**config.mk**
```make
export PLATFORM = sky130hd
export DESIGN_NAME = hover_arbiter
export DESIGN_NICKNAME = d
export VERILOG_FILES = /design/src/rtl/hover_pkg.sv /design/src/rtl/hover_arbiter_onehot.sv /design/src/rtl/hover_arbiter.sv
export SDC_FILE = /design/constraint.sdc
export NUM_CORES = 1
export LEC_CHECK = 0
export BUFFER_PORTS_ARGS = -buffer_cell sky130_fd_sc_hd__buf_2
export CAP_MARGIN = 20
export CORE_UTILIZATION = 55
export CTS_CLUSTER_SIZE = 30
export DETAILED_ROUTE_END_ITERATION = 16
export PLACE_DENSITY = 0.77
export RECOVER_POWER = 100
export SYNTH_ARGS = -nofsm -noshare
export SYNTH_HDL_FRONTEND = slang
export SYNTH_SLANG_ARGS = --single-unit
```
**constraint.sdc**
```tcl
create_clock -name CLK -period 3.1 [get_ports CLK]
set_input_delay 0.31 -clock CLK [delete_from_list [all_inputs] [get_ports CLK]]
set_output_delay 0.31 -clock CLK [all_outputs]
set_load 0.02 [all_outputs]
```
**src/rtl/hover_pkg.sv**
```systemverilog
`default_nettype none
// +----------------------------------------------------------------------+
// | hover_pkg : shared FSM state type, owner encodings and product count |
// | Revision  : 1.0                                                       |
// +----------------------------------------------------------------------+
package hover_pkg;

  localparam int PRODUCT_COUNT = 12;

  typedef enum logic [1:0] {
    ST_IDLE     = 2'd0,
    ST_BAR_HOLD = 2'd1,
    ST_SEL      = 2'd2
  } hover_state_e;

  localparam logic [1:0] OWNER_NONE    = 2'b00;
  localparam logic [1:0] OWNER_BARCODE = 2'b01;
  localparam logic [1:0] OWNER_SELECT  = 2'b10;

  function automatic logic id_valid(input logic [3:0] id);
    return id < 4'(PRODUCT_COUNT);
  endfunction

endpackage
`default_nettype wire

```
**src/rtl/hover_arbiter_onehot.sv**
```systemverilog
`default_nettype none
// +----------------------------------------------------------------------+
// | product_onehot : 4-bit product ID to one-hot vector, zero if ID >= 12 |
// | Revision       : 1.0                                                  |
// +----------------------------------------------------------------------+
module product_onehot
  import hover_pkg::*;
(
  input  logic [3:0]               id_i,
  output logic [PRODUCT_COUNT-1:0] onehot_o,
  output logic                     valid_o
);

  for (genvar i = 0; i < PRODUCT_COUNT; i++) begin : g_bit
    assign onehot_o[i] = (id_i == 4'(i));
  end

  assign valid_o = id_valid(id_i);

endmodule
`default_nettype wire

```
**src/rtl/hover_arbiter.sv**
```systemverilog
`default_nettype none
// +----------------------------------------------------------------------+
// | hover_arbiter : arbitrates VGA product highlight between a timed      |
// |                 barcode hover and the interactive cursor selection.   |
// |                 Optional macro HOVER_BLINK_EN blinks the barcode hold.|
// | Revision      : 1.0                                                   |
// +----------------------------------------------------------------------+
module hover_arbiter
  import hover_pkg::*;
#(
  parameter int HOLD_CYCLES = 50_000_000,
  parameter int BLINK_HALF  = 12_500_000
) (
  input  logic                     CLK,
  input  logic                     RST,
  input  logic [1:0]               Mode,
  input  logic                     BarcodeDone,
  input  logic [PRODUCT_COUNT-1:0] BarcodeList,
  input  logic [3:0]               SelectedProductID,
  output logic [PRODUCT_COUNT-1:0] HighlightedProductList,
  output logic [1:0]               HoverOwner,
  output logic                     HoldBusy
);

  localparam int CNT_W = (HOLD_CYCLES > 1) ? $clog2(HOLD_CYCLES) : 1;
  localparam logic [CNT_W-1:0] HOLD_LOAD = CNT_W'(HOLD_CYCLES - 1);

  if (HOLD_CYCLES < 1) begin : g_bad_hold
    $error("HOLD_CYCLES must be at least 1");
  end
  if (BLINK_HALF < 1) begin : g_bad_blink
    $error("BLINK_HALF must be at least 1");
  end

  hover_state_e             state_q, state_d;
  logic [CNT_W-1:0]         cnt_q, cnt_d;
  logic [PRODUCT_COUNT-1:0] list_q, list_d;
  logic                     pend_q, pend_d;
  logic [PRODUCT_COUNT-1:0] sel_q;
  logic                     selv_q;
  logic [PRODUCT_COUNT-1:0] out_q, out_d;
  logic [1:0]               owner_q, owner_d;
  logic                     busy_q, busy_d;

  logic [PRODUCT_COUNT-1:0] sel_oh;
  logic                     sel_valid;
  logic                     mode_on;
  logic                     hold_left;
  logic                     hold_vis;

  product_onehot u_onehot (
    .id_i     (SelectedProductID),
    .onehot_o (sel_oh),
    .valid_o  (sel_valid)
  );

  assign mode_on = |Mode;

  // pend_q marks a hold that is suspended or queued while SEL owns the output
  always_comb begin
    state_d   = state_q;
    cnt_d     = cnt_q;
    list_d    = list_q;
    pend_d    = pend_q;
    hold_left = 1'b0;
    case (state_q)
      ST_IDLE: begin
        if (BarcodeDone) begin
          list_d = BarcodeList;
          cnt_d  = HOLD_LOAD;
        end
        if (mode_on) begin
          state_d = ST_SEL;
          pend_d  = BarcodeDone;
        end else if (BarcodeDone) begin
          state_d = ST_BAR_HOLD;
        end
      end
      ST_BAR_HOLD: begin
        hold_left = BarcodeDone || (cnt_q != '0);
        if (BarcodeDone) begin
          list_d = BarcodeList;
          cnt_d  = HOLD_LOAD;
        end else if (cnt_q != '0) begin
          cnt_d = cnt_q - 1'b1;
        end
        if (mode_on) begin
          state_d = ST_SEL;
          pend_d  = hold_left;
          if (!hold_left) list_d = '0;
        end else if (!hold_left) begin
          state_d = ST_IDLE;
          list_d  = '0;
        end
      end
      ST_SEL: begin
        if (BarcodeDone) begin
          list_d = BarcodeList;
          cnt_d  = HOLD_LOAD;
          pend_d = 1'b1;
        end
        if (!mode_on) begin
          state_d = (pend_q || BarcodeDone) ? ST_BAR_HOLD : ST_IDLE;
          pend_d  = 1'b0;
        end
      end
      default: begin
        state_d = ST_IDLE;
        cnt_d   = '0;
        list_d  = '0;
        pend_d  = 1'b0;
      end
    endcase
  end

`ifdef HOVER_BLINK_EN
  localparam int BLINK_W = (BLINK_HALF > 1) ? $clog2(BLINK_HALF) : 1;
  localparam logic [BLINK_W-1:0] BLINK_LAST = BLINK_W'(BLINK_HALF - 1);

  logic [BLINK_W-1:0] blink_q, blink_d;
  logic               vis_q, vis_d;

  // Every entry or retrigger restarts the blink in its visible half
  always_comb begin
    blink_d = blink_q;
    vis_d   = vis_q;
    if (state_d == ST_BAR_HOLD && (state_q != ST_BAR_HOLD || BarcodeDone)) begin
      blink_d = '0;
      vis_d   = 1'b1;
    end else if (state_q == ST_BAR_HOLD) begin
      if (blink_q == BLINK_LAST) begin
        blink_d = '0;
        vis_d   = ~vis_q;
      end else begin
        blink_d = blink_q + 1'b1;
      end
    end
  end

  always_ff @(posedge CLK) begin
    if (RST) begin
      blink_q <= '0;
      vis_q   <= 1'b1;
    end else begin
      blink_q <= blink_d;
      vis_q   <= vis_d;
    end
  end

  assign hold_vis = vis_q;
`else
  assign hold_vis = 1'b1;
`endif

  always_comb begin
    out_d   = '0;
    owner_d = OWNER_NONE;
    busy_d  = 1'b0;
    case (state_q)
      ST_BAR_HOLD: begin
        out_d   = hold_vis ? list_q : '0;
        owner_d = OWNER_BARCODE;
        busy_d  = 1'b1;
      end
      ST_SEL: begin
        out_d   = sel_q;
        owner_d = selv_q ? OWNER_SELECT : OWNER_NONE;
        busy_d  = pend_q;
      end
      default: begin
        out_d   = '0;
        owner_d = OWNER_NONE;
        busy_d  = 1'b0;
      end
    endcase
  end

  always_ff @(posedge CLK) begin
    if (RST) begin
      state_q <= ST_IDLE;
      cnt_q   <= '0;
      list_q  <= '0;
      pend_q  <= 1'b0;
      sel_q   <= '0;
      selv_q  <= 1'b0;
      out_q   <= '0;
      owner_q <= OWNER_NONE;
      busy_q  <= 1'b0;
    end else begin
      state_q <= state_d;
      cnt_q   <= cnt_d;
      list_q  <= list_d;
      pend_q  <= pend_d;
      sel_q   <= sel_oh;
      selv_q  <= sel_valid;
      out_q   <= out_d;
      owner_q <= owner_d;
      busy_q  <= busy_d;
    end
  end

  assign HighlightedProductList = out_q;
  assign HoverOwner             = owner_q;
  assign HoldBusy               = busy_q;

endmodule
`default_nettype wire

```
==> flow_summary.json, run 1 <==
{
  "status": "finished clean",
  "num_vias": 3002,
  "drc": 0,
  "cts_made_buffers": 9,
  "multi_input_area_mm2": 0.00167,
  "start_kind": "flop",
  "layout-drive-gt1-share": 0.132,
  "fin_setup_tns_ns": 0,
  "p_per_area_mw_per_mm2": 621,
  "nets": 441,
  "clkTransAtPathRegs_ns": 0.08,
  "synth_top_area_frac": 0.428,
  "die_x_um": 78.6,
  "synth_common_cells": "dfxtp_1 (69), nor2_1 (58), a21oi_1 (28)",
  "post_cts_buffers": 0,
  "grt_pass1_wl_mm": 13.3,
  "cellLeakagePower_nw": 1.38,
  "area_growth_pct": 11.5,
  "n_fill_cell": 491,
  "rsz0062_at_grt": "false",
  "synth_fa_ha_area_frac": 0.0271,
  "clock_path_buffers": 2,
  "netlist_area_mm2": 0.00323,
  "die_y_um": 78.6,
  "cts_hold_buf": 0,
  "maxSlewHeadroom": 0.0802,
  "via_per_inst": 6.13,
  "grt_util_all_layers": 0.280,
  "io_pins": 36,
  "cp.required_ns": 3.31,
  "timing.rr.start": "cnt_q[11]",
  "endpoint_kind": "flop",
  "ir_worst_vdd_uv": 289,
  "die-area_mm2": 0.00618,
  "cts_tree": "yes",
  "syn_area_per_cell_um2": 8.43,
  "drt_wl_total_mm": 7.91,
  "syn_nets": 411,
  "ant_nets": 0,
  "synth_compound_area_frac": 0.223,
  "muxShareOfSynthArea": 0.0407,
  "cts.sink_count": 69,
  "start_util": 0.580,
  "setup_viol": 0,
  "clock_latency_ns": 0.35,
  "yosysUniqueCellTypes": 51,
  "cp-startpoint": "cnt_q[11]",
  "cp-endpoint": "list_q[6]",
  "synth_top_area_cell": "dfxtp_1",
  "fmaxAchievable_mhz": 355,
  "wl_per_cell_um": 16.1,
  "post_cts_resize_count": 0,
  "synth_edf_count": 0,
  "synth_top_family_by_area": "compound AO/OA/AOI/OAI gates",
  "tightest_slew_ns": 1.38,
  "grt_pass1_vias": 2778,
  "rows": 27,
  "synthCells": 383,
  "synth-xor-area-share": 0.00813,
  "finalMaxSlewViolations": 0,
  "max_cap_viol_count": 0,
  "hold_class": "in2reg",
  "synthSimpleGateAreaFrac": 0.221,
  "drt_iter0_drc": 229,
  "crit_type": "reg2reg",
  "period_needed_ns": 2.82,
  "finClkSkew_ns": 0.00741,
  "firstDrtPassIters": 5,
  "grt_max_degree": 31,
  "regArea_mm2": 0.00138,
  "crit_arrival_ns": 3.02,
  "htree_levels": 3,
  "grt_overflow": 0,
  "crit_fanout": 12,
  "worstReg2RegEnd": "list_q[6]",
  "ff2ff_setup_slack_ns": 0.28,
  "core_area_mm2": 0.00557,
  "hpwlAfterDp_mm": 5.26,
  "yosys-top-cells-area": "dfxtp_1 (43%), nor2_1 (6.7%), a21oi_1 (4.3%)",
  "synth_warnings": 0,
  "synth_most_common_cell": "dfxtp_1",
  "hold_viol": 0,
  "root_buffer": "clkbuf_8",
  "antenna_cells": 0,
  "fin_crit_sh": 0.909,
  "synthFlopType": "dfxtp_1",
  "synth_seq_cells": 69,
  "rr_worst_depth": 6,
  "ys_seq_area_frac": 0.428,
  "hold_depth": 2,
  "antenna_found_initial": 0,
  "place.gp.congestion": 0.845,
  "power_mw": 2.24,
  "portBuffers": 35,
  "async_reset_ff_frac": 0
}
-- how the worst min path moves through the flow --
stage | from | endpoint
global placement | sel_q[7] | HighlightedProductList[7]
finish | SelectedProductID[3] | selv_q
detailed placement | sel_q[6] | HighlightedProductList[6]
floorplan | SelectedProductID[0] | sel_q[0]
CTS | SelectedProductID[3] | selv_q
global route | BarcodeList[5] | list_q[5]
-- worst max-delay path: stages (launching register included) --
cell and delay (ns):
dfxtp_1 0.38, or4_1 0.61, or4_1 0.63, o21a_1 0.28
o21ai_0 0.16, clkbuf_1 0.49, nor2_1 0.13
-- stage by stage --
step | hold WS (ns) | utilization | instance area (um2) | cells | setup slack (ns)
2_1_floorplan | 0.387 | - | 3230 | 383 | 0.499
5_1_grt | 0.196 | 0.646 | 3600 | 490 | 0.137
4_1_cts | 0.181 | 0.653 | 3640 | 490 | 0.406
3_5_place_dp | 0.452 | 0.622 | 3460 | 474 | 0.420
6_report | 0.190 | 0.646 | 3600 | 490 | 0.283
3_3_place_gp | 0.445 | 0.622 | 3460 | 474 | 0.473
-- cell usage in the layout (no fill, tap or decap), types with 5 or more instances in the layout --
cell	n
clkbuf_1	17
a21oi_1	28
nor4_1	5
ha_1	7
o21ai_0	18
a211oi_1	5
mux2i_1	12
nand2_1	19
a22oi_1	12
nand3_1	6
buf_4	8
buf_2	19
nor3_1	17
inv_1	17
dfxtp_1	69
o31ai_1	5
or3_1	7
a31oi_1	5
or4_1	7
and3_1	6
nor2_1	58
clkbuf_8	9
o41ai_1	6
-- cell families after synthesis --
group | count (synthesis)
compound gates | 107
buf+inv | 42
mux | 13
simple gates | 142
fa+ha+maj | 7
xor+xnor | 3
flops | 69
-- routing by layer --
layer	vias up	wire length, um	GRT usage
li1	1467	-	-
met1	1400	3660	0.392
met2	118	3560	0.423
met3	17	543	0.0430
met4	0	144	0.122
met5	-	0	0
-- cell type report --
cell class | instances | share of cell area
Clock inverter | 7 | 0.0136
Tap cell | 72 | 0.0250
Inverter | 17 | 0.0177
Clock buffer | 9 | 0.0344
Multi-Input combinational cell | 272 | 0.465
Sequential cell | 69 | 0.384
Timing Repair Buffer | 44 | 0.0608
-- power breakdown --
part | total [mW] | leakage (nW) | switching (mW) | internal [mW]
Sequential | 1.04 | 0.565 | 0.0785 | 0.958
Clock | 0.654 | 0.0898 | 0.362 | 0.292
Combinational | 0.546 | 0.723 | 0.342 | 0.204
Total | 2.24 | 1.38 | 0.782 | 1.45
-- registers in the layout (all words and copies together) (netlist names) --
name and flops:
HoldBusy 1, sel_q 12, list_q 12, pend_q 1
HighlightedProductList 12, cnt_q 26, state_q 2, HoverOwner 2
selv_q 1
(Power assumes the default switching activity.)
==> run 2, diff against run 1 <==
--- a/config.mk
+++ b/config.mk
@@ -6,11 +6,11 @@
 export NUM_CORES = 1
 export LEC_CHECK = 0
 export BUFFER_PORTS_ARGS = -buffer_cell sky130_fd_sc_hd__buf_2
-export CAP_MARGIN = 20
-export CORE_UTILIZATION = 55
+export CAP_MARGIN = 40
+export CORE_UTILIZATION = 29
 export CTS_CLUSTER_SIZE = 30
 export DETAILED_ROUTE_END_ITERATION = 16
-export PLACE_DENSITY = 0.77
+export PLACE_DENSITY = 0.46
 export RECOVER_POWER = 100
 export SYNTH_ARGS = -nofsm -noshare
 export SYNTH_HDL_FRONTEND = slang
==> run 2 against run 1 <==
Effect of this change: first-iteration DRC count shrank 0.44%; flip-flop and latch count is the same; highest routed layer unchanged; clock skew grew 0.0044 ns; die area grew 87%; power grew 9.8%; critical path depth shrank 1; critical path type unchanged; largest power group unchanged; register-to-register slack is essentially flat; largest cell class unchanged; clock power grew 31%; maximum frequency grew 0.39%; non-clock buffer count grew 3; global-route usage shrank 12 points.
==> flow_summary.json, run 2 (synthesis results as in run 1) <==
{
  "maxSlewHeadroom": 0.0525,
  "cp.required_ns": 3.38,
  "drt_wl_total_mm": 8.93,
  "largest-register": "cnt_q",
  "endpoint_kind": "flop",
  "nets": 444,
  "clock_latency_ns": 0.35,
  "post_cts_resize_count": 0,
  "hold_viol": 0,
  "firstDrtPassIters": 5,
  "worstSetupPathDepth": 5,
  "ir_worst_vdd_uv": 227,
  "crit_chain": "or4_1 > or4b_1 > or4_1 > or4_1 > a21oi_1",
  "cts_made_buffers": 9,
  "critPathTopFamily": "simple AND/OR/NAND/NOR gates",
  "regArea_mm2": 0.00138,
  "layout-drive-gt1-share": 0.138,
  "die_y_um": 108,
  "via_per_inst": 5.32,
  "fin_setup_tns_ns": 0,
  "max_cap_viol_count": 0,
  "crit_type": "reg2reg",
  "critPathBufInv": 0,
  "cellLeakagePower_nw": 1.42,
  "setup_viol": 0,
  "num_vias": 2986,
  "root_buffer": "clkbuf_8",
  "cp_slowest_stage_delay_ns": 0.62,
  "grt_pass1_vias": 2736,
  "htree_levels": 3,
  "p_per_area_mw_per_mm2": 650,
  "tightest_slew_ns": 1.42,
  "period_needed_ns": 2.81,
  "start_util": 0.298,
  "slowest_stage": "or4b_1",
  "crit_fanout": 9,
  "cts_hold_buf": 0,
  "layout_commonest_cell": "dfxtp_1",
  "place.gp.congestion": 0.835,
  "fin_crit_sh": 0.905,
  "hpwlAfterDp_mm": 6.02,
  "post_cts_buffers": 0,
  "die_x_um": 108,
  "drt_iter0_drc": 228,
  "grt_util_all_layers": 0.162,
  "wl_per_cell_um": 15.9,
  "fmaxAchievable_mhz": 356,
  "final_cell_mix": "dfxtp_1 (69), nor2_1 (58), a21oi_1 (28)",
  "rows": 38,
  "rr_worst_depth": 5,
  "cp-startpoint": "cnt_q[11]",
  "clock_path_buffers": 2,
  "ant_nets": 0,
  "n_fill_cell": 1179,
  "cp-endpoint": "cnt_q[24]",
  "grt_max_degree": 31,
  "portBuffers": 35,
  "status": "finished clean",
  "antenna_cells": 0,
  "hold_class": "in2reg",
  "multi_input_area_mm2": 0.00167,
  "antenna_found_initial": 0,
  "io_pins": 36,
  "ff2ff_setup_slack_ns": 0.29,
  "crit_path_frequent_cell": "or4_1",
  "finalMaxSlewViolations": 0,
  "timing.rr.start": "cnt_q[11]",
  "grt_pass1_wl_mm": 14.4,
  "area_growth_pct": 16.9,
  "die-area_mm2": 0.0116,
  "worstReg2RegEnd": "cnt_q[24]",
  "start_kind": "flop",
  "core_area_mm2": 0.0108,
  "crit_arrival_ns": 3.09,
  "hold_slack_ns": 0.189,
  "rsz0062_at_grt": "false",
  "cts_tree": "yes",
  "drc": 0,
  "grt_overflow": 0,
  "cts.sink_count": 69,
  "clkTransAtPathRegs_ns": 0.08,
  "largest_reg_flops": 26,
  "finClkSkew_ns": 0.0118
}
-- run 2: cell types whose count changed in the layout (fill, tap and decap cells not counted), sizes merged --
cell	before	now
clkbuf	26	29
buf	27	29
clkinvlp	1	0
clkinv	4	3
inv	19	17
bufinv	0	2
-- run 2: how the worst min path moves through the flow --
stage | from | to | slack [ns] | cells after the start
final | SelectedProductID[3] | selv_q | 0.19 | 2
after floorplan | SelectedProductID[0] | sel_q[0] | 0.39 | 1
after CTS | SelectedProductID[3] | selv_q | 0.17 | 2
after detailed placement | sel_q[7] | HighlightedProductList[7] | 0.46 | 2
after global routing | SelectedProductID[2] | selv_q | 0.18 | 2
after global placement | sel_q[7] | HighlightedProductList[7] | 0.46 | 2
-- run 2: stage by stage --
stage / cell area (um2) / utilization / power, mW / worst slack (ns) / instances
5_1_grt: 3780 / 0.348 / 2.59 / 0.192 / 561
6_report: 3780 / 0.348 / 2.46 / 0.294 / 561
2_1_floorplan: 3230 / - / 1.44 / 0.499 / 383
3_5_place_dp: 3580 / 0.331 / 1.63 / 0.432 / 545
3_3_place_gp: 3580 / 0.331 / 1.62 / 0.454 / 545
4_1_cts: 3820 / 0.352 / 2.49 / 0.425 / 561
-- run 2: cell type report --
class	instances	area share
Multi-Input combinational cell	272	0.442
Sequential cell	69	0.366
Timing Repair Buffer	47	0.0666
Tap cell	140	0.0464
Clock buffer	11	0.0401
Clock inverter	5	0.0219
Inverter	17	0.0169
-- run 2: routing by layer --
metal	wire length [um]	global-route usage	part of all wire	vias to the layer above
met3	341	0.0260	0.038	13
met2	3910	0.241	0.44	81
met4	157	0.0675	0.018	0
met5	0	0	0	-
li1	-	-	-	1470
met1	4520	0.231	0.51	1422
-- run 2: power breakdown --
part | switching (mW) | internal (mW)
combinational | 0.352 | 0.212
sequential | 0.0770 | 0.958
clock | 0.357 | 0.498
-- run 2: worst register-to-register path, stage by stage, from the launching register on --
cell and delay, ns:
dfxtp_1 0.38, or4_1 0.61, or4b_1 0.62, or4_1 0.56, or4_1 0.42, a21oi_1 0.15
==> run 3, diff against run 2 <==
--- a/config.mk
+++ b/config.mk
@@ -7,11 +7,12 @@
 export LEC_CHECK = 0
 export BUFFER_PORTS_ARGS = -buffer_cell sky130_fd_sc_hd__buf_2
 export CAP_MARGIN = 40
-export CORE_UTILIZATION = 29
+export CORE_UTILIZATION = 58
 export CTS_CLUSTER_SIZE = 30
 export DETAILED_ROUTE_END_ITERATION = 16
-export PLACE_DENSITY = 0.46
+export PLACE_DENSITY = 0.8
 export RECOVER_POWER = 100
+export REMOVE_ABC_BUFFERS = 1
 export SYNTH_ARGS = -nofsm -noshare
 export SYNTH_HDL_FRONTEND = slang
 export SYNTH_SLANG_ARGS = --single-unit
==> run 3 against run 2 <==
Effect of this change: routed wire length fell by 12%; final cell count decreased by 13%; flip-flop and latch count unchanged; sequential share of layout area up 1.5 points; global-route usage is 13 points higher; sequential power is essentially flat; hold slack worse by 0.024 ns; core utilization up 34 points; non-clock buffer count is 2 lower; first-iteration DRC count grew 15%; largest cell class unchanged.
==> flow_summary.json, run 3 (synthesis results as in run 1) <==
{
  "grt_max_degree": 31,
  "via_per_inst": 6.14,
  "post_cts_resize_count": 0,
  "largest-register": "cnt_q",
  "htree_levels": 3,
  "drc": 0,
  "io_pins": 36,
  "nets": 442,
  "cp.required_ns": 3.35,
  "max_cap_viol_count": 0,
  "top_layer": "met4",
  "antenna_cells": 0,
  "dp_cells": 473,
  "final_cell_mix": "dfxtp_1 (69), nor2_1 (58), a21oi_1 (28)",
  "grt_pass1_vias": 2808,
  "drt_wl_total_mm": 7.87,
  "fin_crit_sh": 0.901,
  "crit_chain": "or4_1 > or4b_4 > o31ai_2 > clkbuf_1 > o21ai_0 > a221oi_1",
  "instances_no_fill": 489,
  "route.met3.wl_um": 537,
  "p_per_area_mw_per_mm2": 639,
  "die_y_um": 76.6,
  "grt_pass1_wl_mm": 13.4,
  "m1WireLength_mm": 3.57,
  "antenna_found_initial": 0,
  "cts_tree": "yes",
  "cp_slowest_stage_delay_ns": 0.60,
  "cts_hold_buf": 0,
  "start_util": 0.617,
  "tightest_slew_ns": 1.36,
  "core_area_mm2": 0.00524,
  "period_needed_ns": 2.79,
  "area_growth_pct": 12.4,
  "drt_iter0_drc": 262,
  "dr_wl_met2_mm": 3.69,
  "crit_type": "reg2reg",
  "layout_commonest_cell": "dfxtp_1",
  "rsz0062_at_grt": "false",
  "clock_path_buffers": 2,
  "cellLeakagePower_nw": 1.38,
  "finalMaxSlewViolations": 0,
  "hpwlAfterDp_mm": 5.31,
  "start_kind": "flop",
  "critPathBufInv": 1,
  "layout-drive-gt1-share": 0.131,
  "root_buffer": "clkbuf_8",
  "clock_latency_ns": 0.36,
  "clkTransAtPathRegs_ns": 0.08,
  "cts.sink_count": 69,
  "place.gp.congestion": 0.944,
  "fmaxAchievable_mhz": 358,
  "slowest_stage": "or4_1",
  "num_vias": 3003,
  "rows": 26,
  "post_cts_buffers": 0,
  "die_x_um": 76.6,
  "ant_nets": 0,
  "ir_worst_vdd_uv": 491,
  "grt_util_all_layers": 0.289,
  "endpoint_kind": "flop",
  "setup_viol": 0,
  "hold_viol": 0,
  "grt_overflow": 0,
  "finClkSkew_ns": 0.00902,
  "maxSlewHeadroom": 0.0945,
  "cts_made_buffers": 9,
  "critPathTopFamily": "simple AND/OR/NAND/NOR gates",
  "ff2ff_setup_slack_ns": 0.31,
  "status": "finished clean",
  "firstDrtPassIters": 5,
  "largest_reg_flops": 26,
  "die-area_mm2": 0.00587,
  "crit_arrival_ns": 3.04,
  "wl_per_cell_um": 16.1,
  "finalCoreUtilization": 0.693,
  "hold_class": "in2reg",
  "portBuffers": 35,
  "power_mw": 2.32,
  "crit_fanout": 11
}
-- run 3: changes by cell type in the layout (fill, tap and decap cells not counted), sizes merged --
cell      previous run  this run
bufinv               2         1
clkbuf              29        30
inv                 17        18
buf                 29        26
clkinv               3         1
clkinvlp             0         2
-- run 3: worst paths after layout --
path / start / to / depth (start not counted)
max reg2reg: cnt_q[11] / cnt_q[21] / 6
min reg2reg: sel_q[0] / HighlightedProductList[0] / 2
max: cnt_q[11] / cnt_q[21] / 6
min: SelectedProductID[3] / selv_q / 2
-- run 3: layout make-up --
| cell class | count | area (um2) |
|---|---|---|
| Clock buffer | 11 | 141 |
| Clock inverter | 5 | 58.8 |
| Fill cell | 439 | 1610 |
| Inverter | 17 | 63.8 |
| Multi-Input combinational cell | 272 | 1680 |
| Sequential cell | 69 | 1380 |
| Tap cell | 70 | 87.6 |
| Timing Repair Buffer | 45 | 219 |
-- run 3: report_power, final --
group          leakage [nW]  internal [mW]  switching (mW)  total [mW]
Combinational         0.722          0.204           0.341       0.545
Sequential            0.565          0.959          0.0799        1.04
Clock                0.0959          0.395           0.343       0.737
-- run 3: layer usage --
metal  vias up  track usage
met5         -            0
met4         0       0.0904
met3        10       0.0802
met2       118        0.454
met1      1414        0.385
li1       1461            -
-- run 3: worst reg2reg max path: cells and delay by family (launching register included) --
family                 cells  cell delay, ns
and+or+nand+nor            2            1.20
buffers and inverters      1            0.41
AOI/OAI and AO/OA          3            0.70
DFF                        1            0.38
-- run 3: stage by stage --
step | instance area (um2) | TNS (ns) | hold slack (ns) | worst slack (ns)
detailed placement | 3470 | 0 | 0.451 | 0.447
CTS | 3670 | 0 | 0.162 | 0.428
finish | 3630 | 0 | 0.165 | 0.308
global placement | 3470 | 0 | 0.445 | 0.480
floorplan | 3130 | -0.343 | 0.377 | -0.133
global route | 3630 | 0 | 0.173 | 0.142
